<file path="src/rtl/addsub_stage.sv">
// Two-stage add/subtract sequencer around an external combinational adder.
// Define ADDSUB_SKID_EN to replace the single output register with a 2-entry FIFO.
module addsub_stage #(
  parameter int WIDTH = 32
) (
  input  logic             clk,
  input  logic             rst_n,
  input  logic             in_valid,
  output logic             in_ready,
  input  logic [1:0]       in_op,
  input  logic [WIDTH-1:0] in_a,
  input  logic [WIDTH-1:0] in_b,
  input  logic             clr_carry,
  output logic [WIDTH-1:0] add_x,
  output logic [WIDTH-1:0] add_y,
  output logic             add_cin,
  input  logic [WIDTH-1:0] add_s,
  input  logic             add_cout,
  output logic             out_valid,
  input  logic             out_ready,
  output logic [WIDTH-1:0] out_result,
  output logic             out_c,
  output logic             out_v,
  output logic             out_z,
  output logic             out_n,
  output logic             carry_q
);

  localparam int MSB = WIDTH - 1;
  localparam int PW  = WIDTH + 4;

  typedef enum logic [1:0] {
    OP_ADD = 2'b00,
    OP_SUB = 2'b01,
    OP_ADC = 2'b10,
    OP_SBC = 2'b11
  } op_e;

  op_e              op_q, op_d;
  logic [WIDTH-1:0] a_q, a_d;
  logic [WIDTH-1:0] b_q, b_d;
  logic             s1_valid_q, s1_valid_d;
  logic             carry_d;

  logic             space;
  logic             s1_adv;
  logic             accept;
  logic             res_v;
  logic             res_z;
  logic [PW-1:0]    res_pack;

  // bit 0 of the op selects subtract, bit 1 selects carry-chained forms
  always_comb begin
    add_x   = a_q;
    add_y   = op_q[0] ? ~b_q : b_q;
    add_cin = 1'b0;
    case (op_q)
      OP_ADD:  add_cin = 1'b0;
      OP_SUB:  add_cin = 1'b1;
      OP_ADC:  add_cin = carry_q;
      OP_SBC:  add_cin = carry_q;
      default: add_cin = 1'b0;
    endcase
  end

  always_comb begin
    res_z    = (add_s == '0);
    res_v    = (add_x[MSB] == add_y[MSB]) && (add_s[MSB] != add_x[MSB]);
    res_pack = {add_cout, res_v, res_z, add_s[MSB], add_s};
  end

  assign s1_adv   = s1_valid_q && space;
  assign in_ready = !s1_valid_q || s1_adv;
  assign accept   = in_valid && in_ready;

  always_comb begin
    op_d       = op_q;
    a_d        = a_q;
    b_d        = b_q;
    s1_valid_d = s1_valid_q;
    carry_d    = carry_q;
    if (accept) begin
      op_d       = op_e'(in_op);
      a_d        = in_a;
      b_d        = in_b;
      s1_valid_d = 1'b1;
    end else if (s1_adv) begin
      s1_valid_d = 1'b0;
    end
    // clear has priority so software can break a chain on the same cycle
    if (clr_carry) begin
      carry_d = 1'b0;
    end else if (s1_adv) begin
      carry_d = add_cout;
    end
  end

  always_ff @(posedge clk or negedge rst_n) begin
    if (!rst_n) begin
      op_q       <= OP_ADD;
      a_q        <= '0;
      b_q        <= '0;
      s1_valid_q <= 1'b0;
      carry_q    <= 1'b0;
    end else begin
      op_q       <= op_d;
      a_q        <= a_d;
      b_q        <= b_d;
      s1_valid_q <= s1_valid_d;
      carry_q    <= carry_d;
    end
  end

`ifdef ADDSUB_SKID_EN
  logic [1:0]    count_q, count_d;
  logic [PW-1:0] ent0_q, ent0_d;
  logic [PW-1:0] ent1_q, ent1_d;
  logic          pop;

  // registered count only, so in_ready never depends on out_ready
  assign space     = (count_q < 2'd2);
  assign out_valid = (count_q != 2'd0);
  assign pop       = out_valid && out_ready;

  always_comb begin
    count_d = count_q;
    ent0_d  = ent0_q;
    ent1_d  = ent1_q;
    case ({s1_adv, pop})
      2'b10: begin
        if (count_q == 2'd0) ent0_d = res_pack;
        else                 ent1_d = res_pack;
        count_d = count_q + 2'd1;
      end
      2'b01: begin
        ent0_d  = ent1_q;
        count_d = count_q - 2'd1;
      end
      2'b11: begin
        if (count_q == 2'd1) begin
          ent0_d = res_pack;
        end else begin
          ent0_d = ent1_q;
          ent1_d = res_pack;
        end
      end
      default: ;
    endcase
  end

  always_ff @(posedge clk or negedge rst_n) begin
    if (!rst_n) begin
      count_q <= 2'd0;
      ent0_q  <= '0;
      ent1_q  <= '0;
    end else begin
      count_q <= count_d;
      ent0_q  <= ent0_d;
      ent1_q  <= ent1_d;
    end
  end

  assign {out_c, out_v, out_z, out_n, out_result} = ent0_q;
`else
  logic          out_valid_q, out_valid_d;
  logic [PW-1:0] out_q, out_d;

  assign space = !out_valid_q || out_ready;

  always_comb begin
    out_valid_d = out_valid_q;
    out_d       = out_q;
    if (s1_adv) begin
      out_valid_d = 1'b1;
      out_d       = res_pack;
    end else if (out_ready) begin
      out_valid_d = 1'b0;
    end
  end

  always_ff @(posedge clk or negedge rst_n) begin
    if (!rst_n) begin
      out_valid_q <= 1'b0;
      out_q       <= '0;
    end else begin
      out_valid_q <= out_valid_d;
      out_q       <= out_d;
    end
  end

  assign out_valid = out_valid_q;
  assign {out_c, out_v, out_z, out_n, out_result} = out_q;
`endif

endmodule

</file>
<file path="config.mk">
export PLATFORM = sky130hd
export DESIGN_NAME = addsub_stage
export DESIGN_NICKNAME = d
export VERILOG_FILES = /design/src/rtl/addsub_stage.sv
export SDC_FILE = /design/constraint.sdc
export NUM_CORES = 1
export LEC_CHECK = 0
export BUFFER_PORTS_ARGS = -buffer_cell sky130_fd_sc_hd__buf_4
export CORE_ASPECT_RATIO = 1.2
export CORE_UTILIZATION = 30
export DETAILED_ROUTE_END_ITERATION = 10
export GPL_ROUTABILITY_DRIVEN = 0
export PLACE_DENSITY = 0.63
export SLEW_MARGIN = 10
export SYNTH_ARGS = -nofsm -noshare
export SYNTH_HDL_FRONTEND = slang
export SYNTH_SLANG_ARGS = --single-unit
</file>
<file path="constraint.sdc">
create_clock -name clk -period 3.4 [get_ports clk]
set_clock_uncertainty 0.1 [all_clocks]
set_input_delay 0.51 -clock clk [delete_from_list [all_inputs] [get_ports clk]]
set_output_delay 0.51 -clock clk [all_outputs]
set_load 0.01 [all_outputs]
</file>
==> reports/summary.txt, run 1 <==
status - complete, no violations
1st-iter DRT viols - 85
Placed Cells - 675
CTS Buf Count - 9
Largest stage delay, worst path - 0.97 ns
Syn Inst Count - 280
cell taking the most area after synthesis - dfrtp_1
mean post-synth cell area - 16.11 um^2
die area - 0.01553 mm^2
Hold WC Path Type - primary input to async pin
most frequent cells after synthesis - dfrtp_1, mux2_2, mux2_4, xor2_1, nor4_1
Int Pwr - 0.002723 W
CP Launch Type - flip-flop
fillcell total - 1390
slew margin rel. - 37.92%
initial antenna violation count - 0
Data required, critical path - 2.79 ns
drt pass-1 iters - 4
setup TNS - 0 ns
Die Y - 136.3 um
largest net degree at the start of global routing - 73
clock power share - 29.8%
Remaining Overflow, GRT - 0
TritonCTS clock tree - done
DRT Wirelength - 10450 um
Starting Density - 31.03%
WP data arrival - 1.81 ns
Largest delay share family, worst path - flip-flops
Crit Path Category - flip-flop to output pin
synthesized net count - 384
hold buffers post-CTS - 0
Post-DP Area - 0.006186 mm^2
row count - 48
RSZ-0062 raised after global routing - no
final worst path period need - 2.423 ns
final instance area - 0.006501 mm^2
setup violators final - 0
nature of the critical path endpoint - output pin
area delta synth->final - 44.13%
final hold viol count - 0
Pleak - 3.172 nW
post-route ant nets - 0
Port-buffer cells - 207
Root Driver - clkbuf_16
Post-CTS Resized - 0
DR vias - 3003
Crit path buffers/inverters - 1
Distinct cells, synth - 22
Seq/Total Area, Yosys - 57.70%
Multi-input gate area - 0.001739 mm^2
most frequent cell after synthesis - dfrtp_1
Tot GR Track Use - 14.01%
Core Region - 0.01453 mm^2
clk slew on worst S/H paths - 0.06 ns
post-layout net count - 590
Seq. cell area - 0.002604 mm^2
Gate power share - 27.9%
top_reg_cell synth - dfrtp_1
postcts setup bufs - 0
sequential share of power - 42.2%
peak supply drop - 0.2641 mV
fmax - 412.7 MHz
fin crit share - 71.27%
first-pass GRT wire length - 16430 um
Synth area leaders - dfrtp_1, mux2_2, mux2_4, xor2_1, buf_12
Max clock buf depth - 2
YS warnings - 0
Die Wd - 113.9 um
P_sw - 0.0009950 W
WL/cell - 15.12 um
Post-Syn Area - 0.004511 mm^2
Pwr Density - 571.9 mW/mm^2
Switching Fraction - 26.76%
drt via density - 4.346
maxcap violations - 0
vias in the first global route - 3159
CP max stage cell - dfrtp_2
number of synthesized flops with an enable pin - 0
worst-path maximum fanout - 34
flops & latches, synth - 104
Sink Count - 104
Core Util, Final - 44.73%
CTS H-tree depth - 3
DP HPWL - 7719 um
fin cells - 691
post-synth top area share - 57.70%
Ports - 208
critical-path cell list - xor2_1 -> buf_4
worst slew pin tran - 0.9312 ns
DR DRC count - 0
Max Slew Vio Count - 0
Async SR Flop Fraction - 100.0%
overall power - 0.003718 W
ant diodes - 0
ratio of cells with drive above 1 in the final layout - 66.60%
Clock Latency Late Sink - 0.35 ns
worst paths after layout:
check / start / endpoint / slack, ns / cells after the start
worst max-delay path: op_q[0] / add_y[31] / 0.98 / 2
min in group clk: clr_carry / carry_q / 0.20 / 2
worst min-delay path: rst_n / b_q[22] / 0.20 / 1
worst max register to register: s1_valid_q / add_x[15] / 1.46 / 4
max in group asynchronous: rst_n / out_q[0] / 2.18 / 2
worst min register to register: out_q[29] / out_q[29] / 0.41 / 1
power groups by stage:
stage	Sequential (W)	Combinational, W	Clock, W
finish	0.00157	0.00104	0.00111
global route	0.00160	0.00112	0.00120
CTS	0.00157	0.00106	0.00115
detailed placement	0.00159	0.00106	0
global placement	0.00159	0.00104	0
floorplan	0.00161	0.000476	0
logic make-up (layout without fill, tap and decap cells):
| group | after synthesis | count (layout) | share of synthesized area [%] |
|---|---|---|---|
| muxes | 100 | 100 | 28.27 |
| buffers and inverters | 16 | 227 | 3.745 |
| DFF | 104 | 104 | 57.70 |
| and+or+nand+nor | 21 | 21 | 3.246 |
| xor gates and xnor gates | 32 | 32 | 6.214 |
| AOI/OAI and AO/OA | 7 | 7 | 0.8320 |
worst reg2reg max path, delay by kind of cell (launching register included):
kind                   cells  cell delay (ns)
and+or+nand+nor            2             0.58
DFF                        1             0.45
muxes                      1             0.39
buffers and inverters      1             0.32
cells in the final DEF, fill, tap and decap left out, types with 2 or more instances in the layout:
cell / netlist / final
buf_4: 6 / 209
dfrtp_1: 104 / 103
mux2_2: 59 / 59
mux2_4: 40 / 40
xor2_1: 32 / 32
clkbuf_16: 0 / 9
nor4_1: 8 / 8
o21ai_0: 5 / 5
nor2b_1: 3 / 3
clkbuf_1: 0 / 3
nand4_1: 2 / 2
nand2_1: 2 / 2
bufinv_16: 0 / 2
state kept, by name, summed over array words and instances, names as in the netlist:
signal      cells
carry_q         1
out_q          35
op_q            2
s1_valid_q      1
b_q            32
out_valid       1
add_x          32
metal layers:
metal	part of all wire, %	vias to the layer above	wire (um)	track usage (%)
met5	0	-	0	0
met3	7.3	12	767	4.191
met4	2.0	0	214	7.143
met2	51	126	5287	23.30
met1	40	1482	4176	16.33
li1	-	1383	-	-
final cells by class:
cell class              count  share of cell area (%)
clock inverters             3                   1.001
flip-flops and latches    104                   40.05
well taps                 200                   3.849
clock buffers              13                   3.849
inverters                   1                 0.05774
multi-input cells         160                   26.75
repair buffers            210                   24.44
stage by stage:
step | hold WS, ns | worst slack (ns)
detailed placement | 0.3953 | 1.165
floorplan | 0.1144 | 1.822
global placement | 0.3913 | 1.205
global route | 0.1924 | 0.8521
CTS | 0.1815 | 0.9220
finish | 0.1977 | 0.9769
Power figures use the tool's default switching activity.
==> inputs of run 2 (changes only) <==
==> constraint.sdc (replaced) <==
create_clock -name clk -period 2.3 [get_ports clk]
set_clock_uncertainty 0.1 [all_clocks]
set_input_delay 0.345 -clock clk [delete_from_list [all_inputs] [get_ports clk]]
set_output_delay 0.345 -clock clk [all_outputs]
set_load 0.01 [all_outputs]
==> run 2 against run 1 <==
Against the previous run:
- via count is essentially flat
- global-route usage is 0.094 points lower
- sequential share of layout area is 0.14 points lower
- cell count increased by 0.72%
- routed wire length rose by 1.2%
- setup slack worse by 0.74 ns
- critical endpoint is now add_y[16]
- clock-buffer cell count shrank 3
- final area up 0.35%
- utilization is 0.15 points higher
- clock power up 27%
- combinational power up 51%
==> reports/summary.txt, run 2 (synthesis results as in run 1) <==
RSZ-0062 raised after global routing - no
Remaining Overflow, GRT - 0 (unchanged)
Die Y - 136.3 um (unchanged)
row count - 48 (unchanged)
ratio of cells with drive above 1 in the final layout - 67.34% (+0.74 points)
area delta synth->final - 44.63%
1st-iter DRT viols - 78 (-8.2%)
Pleak - 3.193 nW (+0.65%)
Hold Slack - 0.04952 ns (-0.1482 ns)
final instance area - 0.006524 mm^2 (+0.35%)
Max clock buf depth - 2 (unchanged)
slew margin rel. - 65.54% (+28 points)
post-layout net count - 595 (+0.85%)
drt via density - 4.310 (-0.82%)
fillcell total - 1395 (+0.36%)
most frequent cells in the layout - buf_4, dfrtp_1, mux2_2, mux2_4, xor2_1
most common cell after layout, fill and taps aside - buf_4
Port-buffer cells - 207 (unchanged)
status - complete, no violations
peak supply drop - 0.3939 mV (+49%)
largest net degree at the start of global routing - 67 (-8.2%)
Post-DP Area - 0.006241 mm^2 (+0.89%)
DRT Wirelength - 10580 um (+1.2%)
Core Region - 0.01453 mm^2 (unchanged)
ant diodes - 0 (unchanged)
die area - 0.01553 mm^2 (unchanged)
setup violators final - 0 (unchanged)
Die Wd - 113.9 um (unchanged)
Root Driver - clkbuf_16
Post-CTS Resized - 0 (unchanged)
postcts setup bufs - 0 (unchanged)
Tot GR Track Use - 13.91% (-0.094 points)
DR DRC count - 0 (unchanged)
Clock Latency Late Sink - 0.34 ns (about the same)
DR vias - 3000 (-0.10%)
DP HPWL - 7822 um (+1.3%)
worst slew pin tran - 0.5168 ns (-0.4143 ns)
final hold viol count - 0 (unchanged)
maxcap violations - 0 (unchanged)
final worst path period need - 2.059 ns
first-pass GRT wire length - 16500 um (+0.46%)
Largest Register - out_q
TritonCTS clock tree - done
drt pass-1 iters - 4 (unchanged)
Pwr Density - 811.2 mW/mm^2 (+42%)
fin crit share - 89.50%
WP data arrival - 1.61 ns (-0.20 ns)
Sink Count - 104 (unchanged)
CP Launch Type - flip-flop
Max Slew Vio Count - 0 (unchanged)
CTS Buf Count - 9 (unchanged)
Data required, critical path - 1.86 ns (-0.93 ns)
fmax - 485.8 MHz
number of flip-flops in the largest register - 35 (unchanged)
Starting Density - 31.03% (unchanged)
worst-path maximum fanout - 19 (-44%)
initial antenna violation count - 0 (unchanged)
Crit Path Category - flip-flop to output pin
CTS H-tree depth - 3 (unchanged)
nature of the critical path endpoint - output pin
Ports - 208 (unchanged)
post-route ant nets - 0 (unchanged)
Hold WC Path Type - primary input to flip-flop
vias in the first global route - 3240 (+2.6%)
clk slew on worst S/H paths - 0.07 ns (about the same)
setup TNS - 0 ns (unchanged)
WL/cell - 15.20 um (+0.52%)
[run 2: power breakdown]
group	internal, W	switching, W
Sequential	0.00211	0.000195
Clock	0.000758	0.000654
Combinational	0.000950	0.000624
Total	0.00382	0.00147
[run 2: path summary, 6_finish.rpt]
check / cells after the start / endpoint / from / slack, ns
setup / recovery: 3 / add_y[16] / op_q[0] / 0.24
hold / removal: 2 / carry_q / clr_carry / 0.05
setup reg to reg: 4 / add_x[13] / out_valid / 0.63
hold reg to reg: 1 / out_q[13] / out_q[13] / 0.41
max in group asynchronous: 3 / b_q[0] / rst_n / 1.09
min in group asynchronous: 2 / b_q[28] / rst_n / 0.32
[run 2: layout make-up]
type                       instances  area, um^2  area share [%]
clock buffer                      10       239.0           3.663
timing repair buffer             215        1654           25.35
tap                              200       250.2           3.836
inverter                           1       3.754         0.05754
clock inverter                     6       33.78          0.5178
sequential                       104        2604           39.91
multi-input combinational        160        1739           26.66
[run 2: metal layers]
layer  vias to the layer above  track usage, %  routed length (um)
li1                       1390               -                   -
met1                      1474           16.16                4132
met2                       127           23.27                5419
met3                         9           5.617                 887
met4                         0           4.618                 138
met5                         -               0                   0
[run 2: stage by stage]
| stage | instances | util (%) | total power [W] | setup WS, ns |
|---|---|---|---|---|
| finish | 696 | 44.89 | 0.005292 | 0.2415 |
| global route | 696 | 44.89 | 0.005585 | 0.09697 |
| CTS | 696 | 44.89 | 0.005399 | 0.1817 |
| detailed placement | 679 | 42.94 | 0.003942 | 0.5445 |
| global placement | 679 | 42.94 | 0.003909 | 0.5770 |
| floorplan | 280 | - | 0.003081 | 0.8203 |
[run 2: repair_timing]
action,CTS,global route
setup endpoints to repair,0,0
hold buffers,1,0
endpoints found under the hold margin,16,0
[run 2: critical path, cell delays in order, from the launching register on]
cell	delay (ns)
dfrtp_2	0.70
buf_12	0.23
xor2_1	0.18
buf_4	0.15
